===== config.mk =====
export PLATFORM = sky130hd
export DESIGN_NAME = main_net_param_loader
export DESIGN_NICKNAME = d
export VERILOG_FILES = /design/src/rtl/main_net_param_loader.sv
export SDC_FILE = /design/constraint.sdc
export NUM_CORES = 1
export LEC_CHECK = 0
export BUFFER_PORTS_ARGS = -buffer_cell sky130_fd_sc_hd__buf_2
export CAP_MARGIN = 25
export CORE_MARGIN = 2
export CORE_UTILIZATION = 47
export CTS_CLUSTER_DIAMETER = 120
export DETAILED_ROUTE_END_ITERATION = 8
export PLACE_DENSITY = 0.79
export SETUP_SLACK_MARGIN = 0.5
export SLEW_MARGIN = 20
export SYNTH_ARGS = -nofsm -noshare
export SYNTH_HDL_FRONTEND = slang
export SYNTH_SLANG_ARGS = --single-unit

===== constraint.sdc =====
create_clock -name clk -period 2.1 [get_ports clk]
set_input_delay 0.42 -clock clk [delete_from_list [all_inputs] [get_ports clk]]
set_output_delay 0.42 -clock clk [all_outputs]
set_load 0.01 [all_outputs]

===== src/rtl/main_net_param_loader.sv =====
// main_net_param_loader: streams all layer weights from a synchronous weight RAM into main_net,
// then raises load-weight-done and streams one captured input state vector.
module main_net_param_loader #(
  parameter int DATA_WIDTH                    = 32,
  parameter int LAYER_WIDTH                   = 2,
  parameter int NUMBER_OF_INPUT_NODE          = 2,
  parameter int NUMBER_OF_HIDDEN_NODE_LAYER_1 = 24,
  parameter int NUMBER_OF_HIDDEN_NODE_LAYER_2 = 24,
  parameter int NUMBER_OF_OUTPUT_NODE         = 3,
  parameter int WEIGHT_COUNTER_WIDTH          = 11,
  parameter int DATA_COUNTER_WIDTH            = $clog2(NUMBER_OF_HIDDEN_NODE_LAYER_1)
) (
  input  logic                                         clk,
  input  logic                                         rst_n,
  input  logic                                         i_start,
  input  logic [NUMBER_OF_INPUT_NODE*DATA_WIDTH-1:0]   i_state,
  output logic                                         o_busy,
  output logic                                         o_mem_rd_en,
  output logic [LAYER_WIDTH-1:0]                       o_mem_layer,
  output logic [WEIGHT_COUNTER_WIDTH-1:0]              o_mem_addr,
  input  logic [DATA_WIDTH-1:0]                        i_mem_data,
  output logic                                         o_weight_valid,
  output logic [LAYER_WIDTH-1:0]                       o_weight_layer,
  output logic [WEIGHT_COUNTER_WIDTH-1:0]              o_weight_addr,
  output logic [DATA_WIDTH-1:0]                        o_weight,
  output logic                                         o_load_weight_done,
  output logic                                         o_data_valid,
  output logic [DATA_COUNTER_WIDTH-1:0]                o_data_addr,
  output logic [DATA_WIDTH-1:0]                        o_data
);
  localparam int DW = DATA_WIDTH;
  localparam int LW = LAYER_WIDTH;
  localparam int WW = WEIGHT_COUNTER_WIDTH;
  localparam int CW = DATA_COUNTER_WIDTH;
  localparam int IN = NUMBER_OF_INPUT_NODE;
  localparam int H1 = NUMBER_OF_HIDDEN_NODE_LAYER_1;
  localparam int H2 = NUMBER_OF_HIDDEN_NODE_LAYER_2;
  localparam int OT = NUMBER_OF_OUTPUT_NODE;
  localparam logic [WW-1:0] LAST1 = WW'(H1 * (IN + 1) - 1);
  localparam logic [WW-1:0] LAST2 = WW'(H2 * (H1 + 1) - 1);
  localparam logic [WW-1:0] LAST3 = WW'(OT * (H2 + 1) - 1);

  typedef enum logic [2:0] {IDLE, RD_L1, RD_L2, RD_L3, DRAIN, DATA} state_t;

  state_t          state_q, state_d;
  logic [IN*DW-1:0] cap_q, cap_d;
  logic            busy_q, busy_d;
  logic            rd_en_q, rd_en_d;
  logic [LW-1:0]   mem_layer_q, mem_layer_d;
  logic [WW-1:0]   mem_addr_q, mem_addr_d;
  logic            p_valid_q, p_valid_d;
  logic [LW-1:0]   p_layer_q, p_layer_d;
  logic [WW-1:0]   p_addr_q, p_addr_d;
  logic            w_valid_q, w_valid_d;
  logic [LW-1:0]   w_layer_q, w_layer_d;
  logic [WW-1:0]   w_addr_q, w_addr_d;
  logic [DW-1:0]   w_q, w_d;
  logic            done_q, done_d;
  logic            d_valid_q, d_valid_d;
  logic [CW-1:0]   d_addr_q, d_addr_d;
  logic [DW-1:0]   d_q, d_d;
  logic [WW-1:0]   last;
  logic [CW-1:0]   d_sel;
  logic            d_load;

  always_comb begin
    state_d     = state_q;
    cap_d       = cap_q;
    busy_d      = busy_q;
    rd_en_d     = 1'b0;
    mem_layer_d = mem_layer_q;
    mem_addr_d  = mem_addr_q;
    p_valid_d   = rd_en_q;
    p_layer_d   = mem_layer_q;
    p_addr_d    = mem_addr_q;
    w_valid_d   = p_valid_q;
    w_layer_d   = p_valid_q ? p_layer_q : w_layer_q;
    w_addr_d    = p_valid_q ? p_addr_q : w_addr_q;
    w_d         = p_valid_q ? i_mem_data : w_q;
    done_d      = done_q;
    d_valid_d   = 1'b0;
    d_addr_d    = d_addr_q;
    d_sel       = d_addr_q + CW'(1);
    d_load      = 1'b0;
    last        = state_q == RD_L1 ? LAST1 : state_q == RD_L2 ? LAST2 : LAST3;
    case (state_q)
      IDLE: if (i_start) begin
        state_d     = RD_L1;
        cap_d       = i_state;
        done_d      = 1'b0;
        busy_d      = 1'b1;
        rd_en_d     = 1'b1;
        mem_layer_d = LW'(1);
        mem_addr_d  = '0;
      end
      RD_L1, RD_L2, RD_L3: begin
        rd_en_d = 1'b1;
        if (mem_addr_q != last) mem_addr_d = mem_addr_q + WW'(1);
        else if (state_q == RD_L3) begin
          state_d = DRAIN;
          rd_en_d = 1'b0;
        end else begin
          state_d     = state_q == RD_L1 ? RD_L2 : RD_L3;
          mem_layer_d = mem_layer_q + LW'(1);
          mem_addr_d  = '0;
        end
      end
      // The final weight beat is on the output while nothing is left in the RAM stage.
      DRAIN: if (w_valid_q && !p_valid_q) begin
        state_d   = DATA;
        done_d    = 1'b1;
        d_valid_d = 1'b1;
        d_addr_d  = '0;
        d_sel     = '0;
        d_load    = 1'b1;
      end
      DATA: if (d_addr_q == CW'(IN - 1)) begin
        state_d = IDLE;
        busy_d  = 1'b0;
      end else begin
        d_valid_d = 1'b1;
        d_addr_d  = d_sel;
        d_load    = 1'b1;
      end
      default: state_d = IDLE;
    endcase
    d_d = d_q;
    for (int k = 0; k < IN; k++)
      if (d_load && d_sel == CW'(k)) d_d = cap_q[k*DW +: DW];
  end

  always_ff @(posedge clk or negedge rst_n) begin
    if (!rst_n) begin
      state_q     <= IDLE;
      cap_q       <= '0;
      busy_q      <= 1'b0;
      rd_en_q     <= 1'b0;
      mem_layer_q <= '0;
      mem_addr_q  <= '0;
      p_valid_q   <= 1'b0;
      p_layer_q   <= '0;
      p_addr_q    <= '0;
      w_valid_q   <= 1'b0;
      w_layer_q   <= '0;
      w_addr_q    <= '0;
      w_q         <= '0;
      done_q      <= 1'b0;
      d_valid_q   <= 1'b0;
      d_addr_q    <= '0;
      d_q         <= '0;
    end else begin
      state_q     <= state_d;
      cap_q       <= cap_d;
      busy_q      <= busy_d;
      rd_en_q     <= rd_en_d;
      mem_layer_q <= mem_layer_d;
      mem_addr_q  <= mem_addr_d;
      p_valid_q   <= p_valid_d;
      p_layer_q   <= p_layer_d;
      p_addr_q    <= p_addr_d;
      w_valid_q   <= w_valid_d;
      w_layer_q   <= w_layer_d;
      w_addr_q    <= w_addr_d;
      w_q         <= w_d;
      done_q      <= done_d;
      d_valid_q   <= d_valid_d;
      d_addr_q    <= d_addr_d;
      d_q         <= d_d;
    end
  end

  assign o_busy             = busy_q;
  assign o_mem_rd_en        = rd_en_q;
  assign o_mem_layer        = mem_layer_q;
  assign o_mem_addr         = mem_addr_q;
  assign o_weight_valid     = w_valid_q;
  assign o_weight_layer     = w_layer_q;
  assign o_weight_addr      = w_addr_q;
  assign o_weight           = w_q;
  assign o_load_weight_done = done_q;
  assign o_data_valid       = d_valid_q;
  assign o_data_addr        = d_addr_q;
  assign o_data             = d_q;
endmodule


## After elaboration in Yosys (flattened, before gate mapping)

Cells that the tools add are included.

| storage, ports and cells | value |
|---|---|
| output and inout bits | 100 |
| input port bits | 99 |
| bits in registers | 181 |
| logic and storage cells | 91 |

| cells by class | value |
|---|---|
| reduce and logical (&&, ||, !) cells | 19 |
| mux-type cells | 37 |
| equal/unequal tests | 15 |
| $add $sub $neg | 3 |

Operator list:

| cell | number |
|---|---|
| 2-to-1 mux 32 bit | 2 |
| 2-to-1 mux 11 bit | 3 |
| one-hot mux 11 bit (2 select lines) | 1 |
| 2-to-1 mux 10 bit | 2 |
| 2-to-1 mux 5 bit | 4 |
| 2-to-1 mux 3 bit | 5 |
| inequality test 2 bit, second input constant | 6 |
| one-hot mux 3 bit (4 select lines) | 1 |
| AND reduction 3 bit | 4 |
| adder 11 x 1 -> 11 bit, second input constant | 1 |
| inequality test 11 x 10 -> 1 bit | 1 |
| equality test 5 x 1 -> 1 bit, second input constant | 2 |
| 2-to-1 mux 1 bit | 10 |
| one-hot mux 5 bit (2 select lines) | 1 |
| nonzero test 2 bit | 5 |
| one-hot mux 1 bit (2 select lines) | 4 |
| AND reduction 4 bit | 2 |
| equality test 3 x 2 -> 1 bit, second input constant | 2 |
| equality test 3 bit, second input constant | 2 |
| 2-to-1 mux 2 bit | 3 |
| adder 5 x 1 -> 5 bit, second input constant | 1 |
| logical NOT 5 bit | 1 |
| one-hot mux 2 bit (2 select lines) | 1 |
| equality test 3 x 1 -> 1 bit, second input constant | 1 |
| other kinds (7) | 9 |

## Depth between registers and ports, before layout

Gate-level depths: netlist of the first run.

| depth | value |
|---|---|
| depth after elaboration | 8 |
| depth in mapped cells | 9 |
| gate-level depth less buffers | 7 |

## Least setup slack after synthesis of the first run

OpenSTA, ideal clock, no wires.

| timing | value |
|---|---|
| kind | register to register |
| start point | reg state_q[1] |
| end point | reg state_q[0] |
| path slack | 0.061 ns |
| arrival | 1.935 ns |
| cell stages (with the launch flop) | 7 |
| data required time | 1.996 ns |
| clock period less this slack | 2.039 ns |
| cells stage by stage | dfrtp_1 > buf_6 > xor2_1 > a211o_1 > a221o_1 > or4_1 > o311ai_1 |

| on the way | value |
|---|---|
| word-level cells in the longest chain between the ends | 6 |
| elaborated cells between the ends (all ways) | 19 |

Ends and longest elaborated chain:

| what | line | source |
|---|---|---|
| start: declaration | 45 | `state_t state_q, state_d;` |
| start signal: assignment | 152 | `state_q <= state_d;` |
| equality test 3 x 2 -> 1 bit | 85, 86 |  |
| 2-to-1 mux 10 bit (2 in a row) | 85 | `last = state_q == RD_L1 ? LAST1 : state_q == RD_L2 ? LAST2 : LAST3;` |
| inequality test 11 x 10 -> 1 bit | 98 | `if (mem_addr_q != last) mem_addr_d = mem_addr_q + WW'(1);` |
| inequality test 2 bit (no source line) | -- |  |
| AND reduction 4 bit (no source line) | -- |  |

Parallel ways exist; a longest one is shown, timed or not. The select of a mux whose other input is x is not followed.
A chain may end at the register's enable or synchronous reset.

## Final worst setup path of the first run

| timing | value |
|---|---|
| start point | reg d_addr_q[0] (netlist: o_data_addr[0]) |
| end point | reg d_q[25] (netlist: o_data[25]) |

| on the way | value |
|---|---|
| word-level cells in the longest chain between the ends | 6 |
| elaborated cells between the ends (all ways) | 12 |

Ends and longest elaborated chain:

| what | line | source |
|---|---|---|
| start: declaration | 60 | `logic [CW-1:0] d_addr_q, d_addr_d;` |
| start signal: assignment | 167 | `d_addr_q <= d_addr_d;` |
| adder 5 x 1 -> 5 bit | 83 | `d_sel = d_addr_q + CW'(1);` |
| 2-to-1 mux 5 bit | 109 | `DRAIN: if (w_valid_q && !p_valid_q) begin` |
| 2-to-1 mux 5 bit | 86 | `case (state_q)` |
| equality test 5 x 1 -> 1 bit / logical NOT 5 bit (equally long branches) | 129 | `if (d_load && d_sel == CW'(k)) d_d = cap_q[k*DW +: DW];` |
| logical AND 1 bit | 129 |  |
| 2-to-1 mux 32 bit / nonzero test 2 bit (equally long branches) | -- |  |
| end signal: assignment | 150 | `d_q <= '0;` |
| end signal: assignment | 168 | `d_q <= d_d;` |
| end: declaration | 61 | `logic [DW-1:0] d_q, d_d;` |

Parallel ways exist; a longest one is shown, timed or not.

==> flow_metrics.py, run 1 <==
metrics = {
    "worst_setup_path": {
        "cpPeakStageDelay_ns": 0.48,
        "cp.arrival_ns": 2.68,
        "endpoint_kind": "flip-flop",
        "critPathKind": "reg -> reg",
        "cpMaxStageDelayCell": "dfrtp_2",
        "crit_top_cell": "clkbuf_16",
        "cp-start-kind": "flip-flop",
        "cp_cell_sequence": "ha_4 -> xnor2_2 -> a31o_1 -> nand4_1 -> buf_6 -> clkbuf_16 -> clkbuf_16 -> nor4b_1 -> a211o_1",
        "r2r_start": "o_data_addr[0]$_DFFE_PN0P_",
        "critPathMaxFanout": 7,
        "crit_required_ns": 2.46,
        "critPathLaunch": "o_data_addr[0]$_DFFE_PN0P_",
    },
    "routing": {
        "drt_iter0_drc": 411,
        "via_count": 6149,
        "routedWlPerCell_um": 22.7,
        "ant_nets": 0,
        "route.detailed.drc": 0,
        "dr.pass1.iters": 5,
        "viasPerCell": 5.79,
        "wirelength_mm": 24.1,
    },
    "die": {
        "rows": 46,
        "die_w_um": 130,
        "die_area_mm2": 0.0169,
        "core_mm2": 0.0157,
        "start_util": 0.476,
        "ioPinCount": 199,
        "die_h_um": 130,
    },
    "power": {
        "max-vdd-ir-drop_mv": 0.608,
        "leakage_uw": 0.00556,
        "power_density_mw_per_mm2": 623,
        "power_uw": 7060,
    },
    "timing": {
        "hold_slack_ns": 0.218,
        "rsz0062_at_grt": "yes",
        "period_minus_slack_ns": 2.32,
        "setup_slack_ns": -0.222,
        "min_period_over_period": 1.11,
        "worst_pin_slew_ns": 0.597,
        "finalSetupViolCount": 14,
        "max_freq_mhz": 431,
        "relSlewSlack": 0.602,
        "slew_violations": 0,
        "finalHoldViolations": 0,
        "finClkSkew_ns": 0.00934,
    },
    "grt": {
        "grt-ovfl-total": 0,
        "grt_pass1_vias": 6231,
        "grt_usage": 0.261,
        "grt_max_degree": 61,
        "grt_pass1_wl_mm": 33.8,
        "antenna_found_initial": 2,
    },
    "worst_hold_path": {
        "min_path_type": "in -> reg",
        "hp-start": "i_mem_data[25]",
    },
    "job": {
        "max_cap_violations": 0,
    },
    "finish": {
        "final_common_cell": "buf_2",
        "layout-drive-gt1-share": 0.630,
        "final_nets": 933,
        "final_cells": 1062,
        "stdcell_area_mm2": 0.0113,
        "layout_common_cells": "196 x buf_2, 171 x dfrtp_1, 64 x mux2_4",
        "area_growth_pct": 51.6,
    },
    "cts": {
        "clk_path_buf_depth": 2,
        "clkTransAtPathRegs_ns": 0.07,
        "cts_root_buf": "clkbuf_16",
        "cts_tree": "done",
        "clkLatencyLatePin_ns": 0.43,
        "h-tree-depth": 4,
        "clkSinkCount": 181,
        "numCtsBuffers": 17,
    },
    "yosys": {
        "yosys.area.top_type": "dfrtp_1",
        "yosys_warnings": 0,
        "synth_top_cell_area_share": 0.606,
        "ys_top_cells_by_area": "dfrtp_1 61%, mux2_2 16%, a211o_1 4.3%",
        "syn_nets": 656,
        "synth-seq-area-share": 0.606,
        "ys_ff_latch": 181,
        "synth.distinct_cells": 47,
        "syn_area_mm2": 0.00748,
        "synth_edf_count": 0,
        "synth_flop_cell": "dfrtp_1",
        "syn_avg_cell_area_um2": 13.5,
        "syn_inst": 554,
        "synth-async-reset-ratio": 1.00,
    },
    "placement": {
        "place_congestion": 0.834,
        "place_inst": 963,
        "place_area_mm2": 0.00916,
        "dp_slack_ns": -0.233,
        "port-buffer-count": 198,
        "dpl.hpwl_mm": 13.1,
    },
    "run_status": {
        "violations": "setup timing",
        "status": "finished with violations",
    },
}
-- cell type report --
class | instances | area (µm²)
sequential | 181 | 4540
antenna | 2 | 5.00
tap | 216 | 270
clock inverter | 14 | 165
clock buffer | 18 | 439
inverter | 13 | 48.8
multi-input combinational | 322 | 3480
fill | 965 | 4380
timing repair buffer | 296 | 2380
-- per-stage QoR --
step,util,TNS [ns]
finish,0.721,-0.535
global route,0.721,-2.74
CTS,0.684,0
detailed placement,0.583,-6.75
global placement,0.583,-5.22
floorplan,-,0
-- flip-flops by register name, summed over array words and instances (netlist names) --
| signal | flops |
|---|---|
| cap_q | 64 |
| o_busy | 1 |
| o_data | 32 |
| o_data_addr | 5 |
| o_data_valid | 1 |
| o_load_weight_done | 1 |
| o_mem_addr | 11 |
| o_mem_layer | 2 |
| o_mem_rd_en | 1 |
| o_weight | 32 |
| o_weight_addr | 11 |
| o_weight_layer | 2 |
| o_weight_valid | 1 |
| p_addr_q | 11 |
| p_layer_q | 2 |
| p_valid_q | 1 |
| state_q | 3 |
-- worst max-delay path, delay by kind of cell, from the launching register on --
family	cells	cell delay, ns
AOI/OAI and AO/OA	2	0.36
and+or+nand+nor	2	0.56
xor gates and xnor gates	1	0.15
buffers and inverters	3	0.49
adders and majority gates	1	0.21
DFF	1	0.48
-- logic make-up (layout without fill, tap and decap cells) --
kind of cell / count (synthesis) / count (layout) / share of synthesized area
compound gates: 71 / 72 / 0.0740
xor+xnor: 7 / 7 / 0.00820
fa+ha+maj: 3 / 3 / 0.00502
buf+inv: 52 / 341 / 0.0281
flops: 181 / 181 / 0.606
mux: 110 / 110 / 0.165
other cells: 0 / 2 / 0
simple gates: 130 / 130 / 0.114
-- where the power goes --
group          switching (µW)  internal (µW)  leakage (µW)  total [µW]
clock                    1450           1820      0.000284        3270
combinational             142            122       0.00298         264
sequential               15.7           3520       0.00230        3530
-- cells in the mapped netlist (3+ instances only) --
| cell | instances |
|---|---|
| a211o_1 | 37 |
| nor2_1 | 10 |
| o21ai_1 | 4 |
| nand4_1 | 5 |
| nand2_1 | 13 |
| and3_1 | 39 |
| mux2_2 | 109 |
| o21ai_0 | 10 |
| nor4b_1 | 34 |
| or4_1 | 4 |
| dfrtp_1 | 181 |
| buf_2 | 6 |
| buf_1 | 6 |
| ha_1 | 3 |
| nand3_1 | 9 |
| a21oi_1 | 3 |
| xnor2_1 | 5 |
| inv_1 | 12 |
| nor3_1 | 5 |
| clkbuf_1 | 26 |
-- worst paths after layout --
kind	endpoint	slack, ns	cells past startpoint
min in group asynchronous	o_weight_addr[8]$_DFFE_PN0P_	0.53	2
setup reg to reg	o_data[25]$_DFFE_PN0P_	-0.22	9
hold / removal	o_weight[25]$_DFFE_PN0P_	0.22	2
setup / recovery	o_data[25]$_DFFE_PN0P_	-0.22	9
hold reg to reg	p_valid_q$_DFF_PN0_	0.39	0
max in group asynchronous	cap_q[16]$_DFFE_PN0P_	0.83	3
-- what timing repair did --
action	in CTS	in global routing
endpoints found under the hold margin	56	0
hold buffers	1	0
endpoints found under the setup margin	121	124
resized for setup	90	83
setup buffers	36	10
cloned	12	6
pin swaps	13	22
-- per-layer routing --
layer / part of all wire / GRT usage
met4: 0.028 / 0.102
met1: 0.40 / 0.331
met5: 0 / 0
met2: 0.51 / 0.448
met3: 0.058 / 0.0431
No activity file was read; power rests on OpenSTA's default activity.
==> run 2: changes to the inputs <==
Settings changed: CORE_UTILIZATION 47 to 53, CTS_CLUSTER_SIZE from default to 8, PLACE_DENSITY 0.79 to 0.84.
Clock period 2.1 ns to 2.5 ns, I/O delays scaled along.
==> flow_metrics.py, run 2 (synthesis results as in run 1) <==
metrics = {
    "die": {
        "die_w_um": 123,
        "die_area_mm2": 0.0151,
        "rows": 43,
        "start_util": 0.541,
        "core_mm2": 0.0138,
        "ioPinCount": 199,
        "die_h_um": 123,
    },
    "power": {
        "p_sw_uw": 1250,
        "swShare": 0.206,
        "leakage_uw": 0.00524,
        "pwr-share-comb": 0.034,
        "clockPowerShare": 0.476,
        "seq_power_share": 0.490,
        "power_uw": 6060,
        "max-vdd-ir-drop_mv": 0.394,
        "internal_power_uw": 4810,
        "power_density_mw_per_mm2": 600,
    },
    "cts": {
        "clkLatencyLatePin_ns": 0.43,
        "numCtsBuffers": 17,
        "clk_path_buf_depth": 2,
        "h-tree-depth": 4,
        "cts_tree": "done",
        "cts_root_buf": "clkbuf_16",
        "holdBufCountCts": 0,
        "clkSinkCount": 181,
        "clkTransAtPathRegs_ns": 0.06,
    },
    "routing": {
        "routedWlPerCell_um": 20.6,
        "ant_nets": 0,
        "wirelength_mm": 20.2,
        "route.detailed.drc": 0,
        "viasPerCell": 5.89,
        "dr.pass1.iters": 5,
        "drt_iter0_drc": 434,
        "via_count": 5764,
    },
    "grt": {
        "grt_usage": 0.257,
        "grt_pass1_wl_mm": 29.5,
        "grt_pass1_vias": 5740,
        "antenna_found_initial": 2,
        "grt-ovfl-total": 0,
        "grt_max_degree": 64,
    },
    "timing": {
        "relSlewSlack": 0.430,
        "rsz0062_at_grt": "yes",
        "min_period_over_period": 0.900,
        "finalHoldViolations": 0,
        "period_minus_slack_ns": 2.25,
        "max_freq_mhz": 445,
        "finalSetupViolCount": 0,
        "finClkSkew_ns": 0.00871,
        "hold_slack_ns": 0.00588,
        "worst_pin_slew_ns": 0.852,
        "setup_tns_ns": 0,
        "slew_violations": 0,
    },
    "worst_setup_path": {
        "cp-start-kind": "flip-flop",
        "cpMaxStageDelayCell": "dfrtp_2",
        "crit_required_ns": 2.81,
        "endpoint_kind": "flip-flop",
        "cp_cell_sequence": "buf_4 -> nand3b_1 -> nor2_2 -> nand4_1 -> buf_6 -> buf_12 -> clkbuf_16 -> and3_1 -> a211o_1",
        "cpPeakStageDelay_ns": 0.41,
        "critPathMaxFanout": 10,
        "cp.arrival_ns": 2.56,
        "critPathKind": "reg -> reg",
    },
    "finish": {
        "final_nets": 887,
        "regMostFlops": "cap_q",
        "layout_common_cells": "197 x buf_2, 170 x dfrtp_1, 109 x mux2_2",
        "largest_reg_flops": 64,
        "layout-drive-gt1-share": 0.551,
        "area_growth_pct": 35.1,
        "final_common_cell": "buf_2",
        "nFillCells": 887,
    },
    "job": {
        "max_cap_violations": 0,
    },
    "placement": {
        "port-buffer-count": 198,
        "place_congestion": 0.846,
        "dpl.hpwl_mm": 11.4,
    },
    "worst_hold_path": {
        "min_path_type": "in -> async",
    },
    "run_status": {
        "status": "finished clean",
    },
}
==> run 2: cell types whose count changed in the layout (fill, tap and decap cells not counted), sizes merged, moves of 2 or more <==
cell / delta
inv: -3
bufbuf: -2
clkinvlp: -2
bufinv: +2
buf: -40
==> run 2: per-layer routing <==
metal | up-vias | global-route usage | share of wire
met5 | - | 0 | 0.00035
met4 | 2 | 0.0848 | 0.024
met3 | 46 | 0.0841 | 0.080
met2 | 294 | 0.422 | 0.50
met1 | 2890 | 0.323 | 0.39
li1 | 2532 | - | -
==> run 2: final cells by class <==
type                    instances  area (µm²)  share of cell area
flip-flops and latches        181        4540               0.450
multi-input cells             321        2960               0.293
repair buffers                251        1680               0.167
clock buffers                  21         470              0.0466
well taps                     180         225              0.0223
clock inverters                11         171              0.0170
inverters                      13        48.8             0.00483
diodes                          1        2.50            0.000248
==> run 2: repair_timing <==
action	4_1_cts	5_1_grt
buffers inserted	18	13
endpoints found under the hold margin	0	0
cloned	6	2
endpoints found under the setup margin	46	48
gates resized for setup	36	32
pin swaps	14	33
==> run 2: path summary, 6_finish.rpt <==
check,startpoint,to,slack [ns],cells after the start
max reg2reg,state_q[0]$_DFFE_PN0P_,o_data[22]$_DFFE_PN0P_,0.25,9
min in group clk,i_state[6],cap_q[6]$_DFFE_PN0P_,0.30,2
min reg2reg,o_mem_rd_en$_DFF_PN0_,p_valid_q$_DFF_PN0_,0.40,0
min,rst_n,o_weight_addr[5]$_DFFE_PN0P_,0.006,1
max,state_q[0]$_DFFE_PN0P_,o_data[22]$_DFFE_PN0P_,0.25,9
max in group asynchronous,rst_n,cap_q[39]$_DFFE_PN0P_,1.77,2
==> run 2: worst max-delay path: cells and delay by family (launching register included) <==
| kind | cells | cell delay (ns) |
|---|---|---|
| buf+inv | 4 | 0.65 |
| simple gates | 4 | 0.77 |
| compound gates | 1 | 0.28 |
| flops | 1 | 0.41 |
==> run 2: power by group through the flow <==
stage               clock, µW  combinational, µW  sequential, µW
floorplan                   0               24.1            3040
global route             3050                233            2970
CTS                      2910                212            2970
detailed placement          0                211            3020
finish                   2890                207            2970
global placement            0                203            3020
==> run 2: stage by stage <==
| step | utilization | std cells | instance area (µm²) | worst slack [ns] |
|---|---|---|---|---|
| floorplan | - | 554 | 7480 | 0.468 |
| global placement | 0.629 | 907 | 8700 | 0.289 |
| detailed placement | 0.629 | 907 | 8700 | 0.176 |
| CTS | 0.708 | 963 | 9790 | 0.436 |
| global route | 0.730 | 978 | 10100 | 0.181 |
| finish | 0.731 | 979 | 10100 | 0.251 |
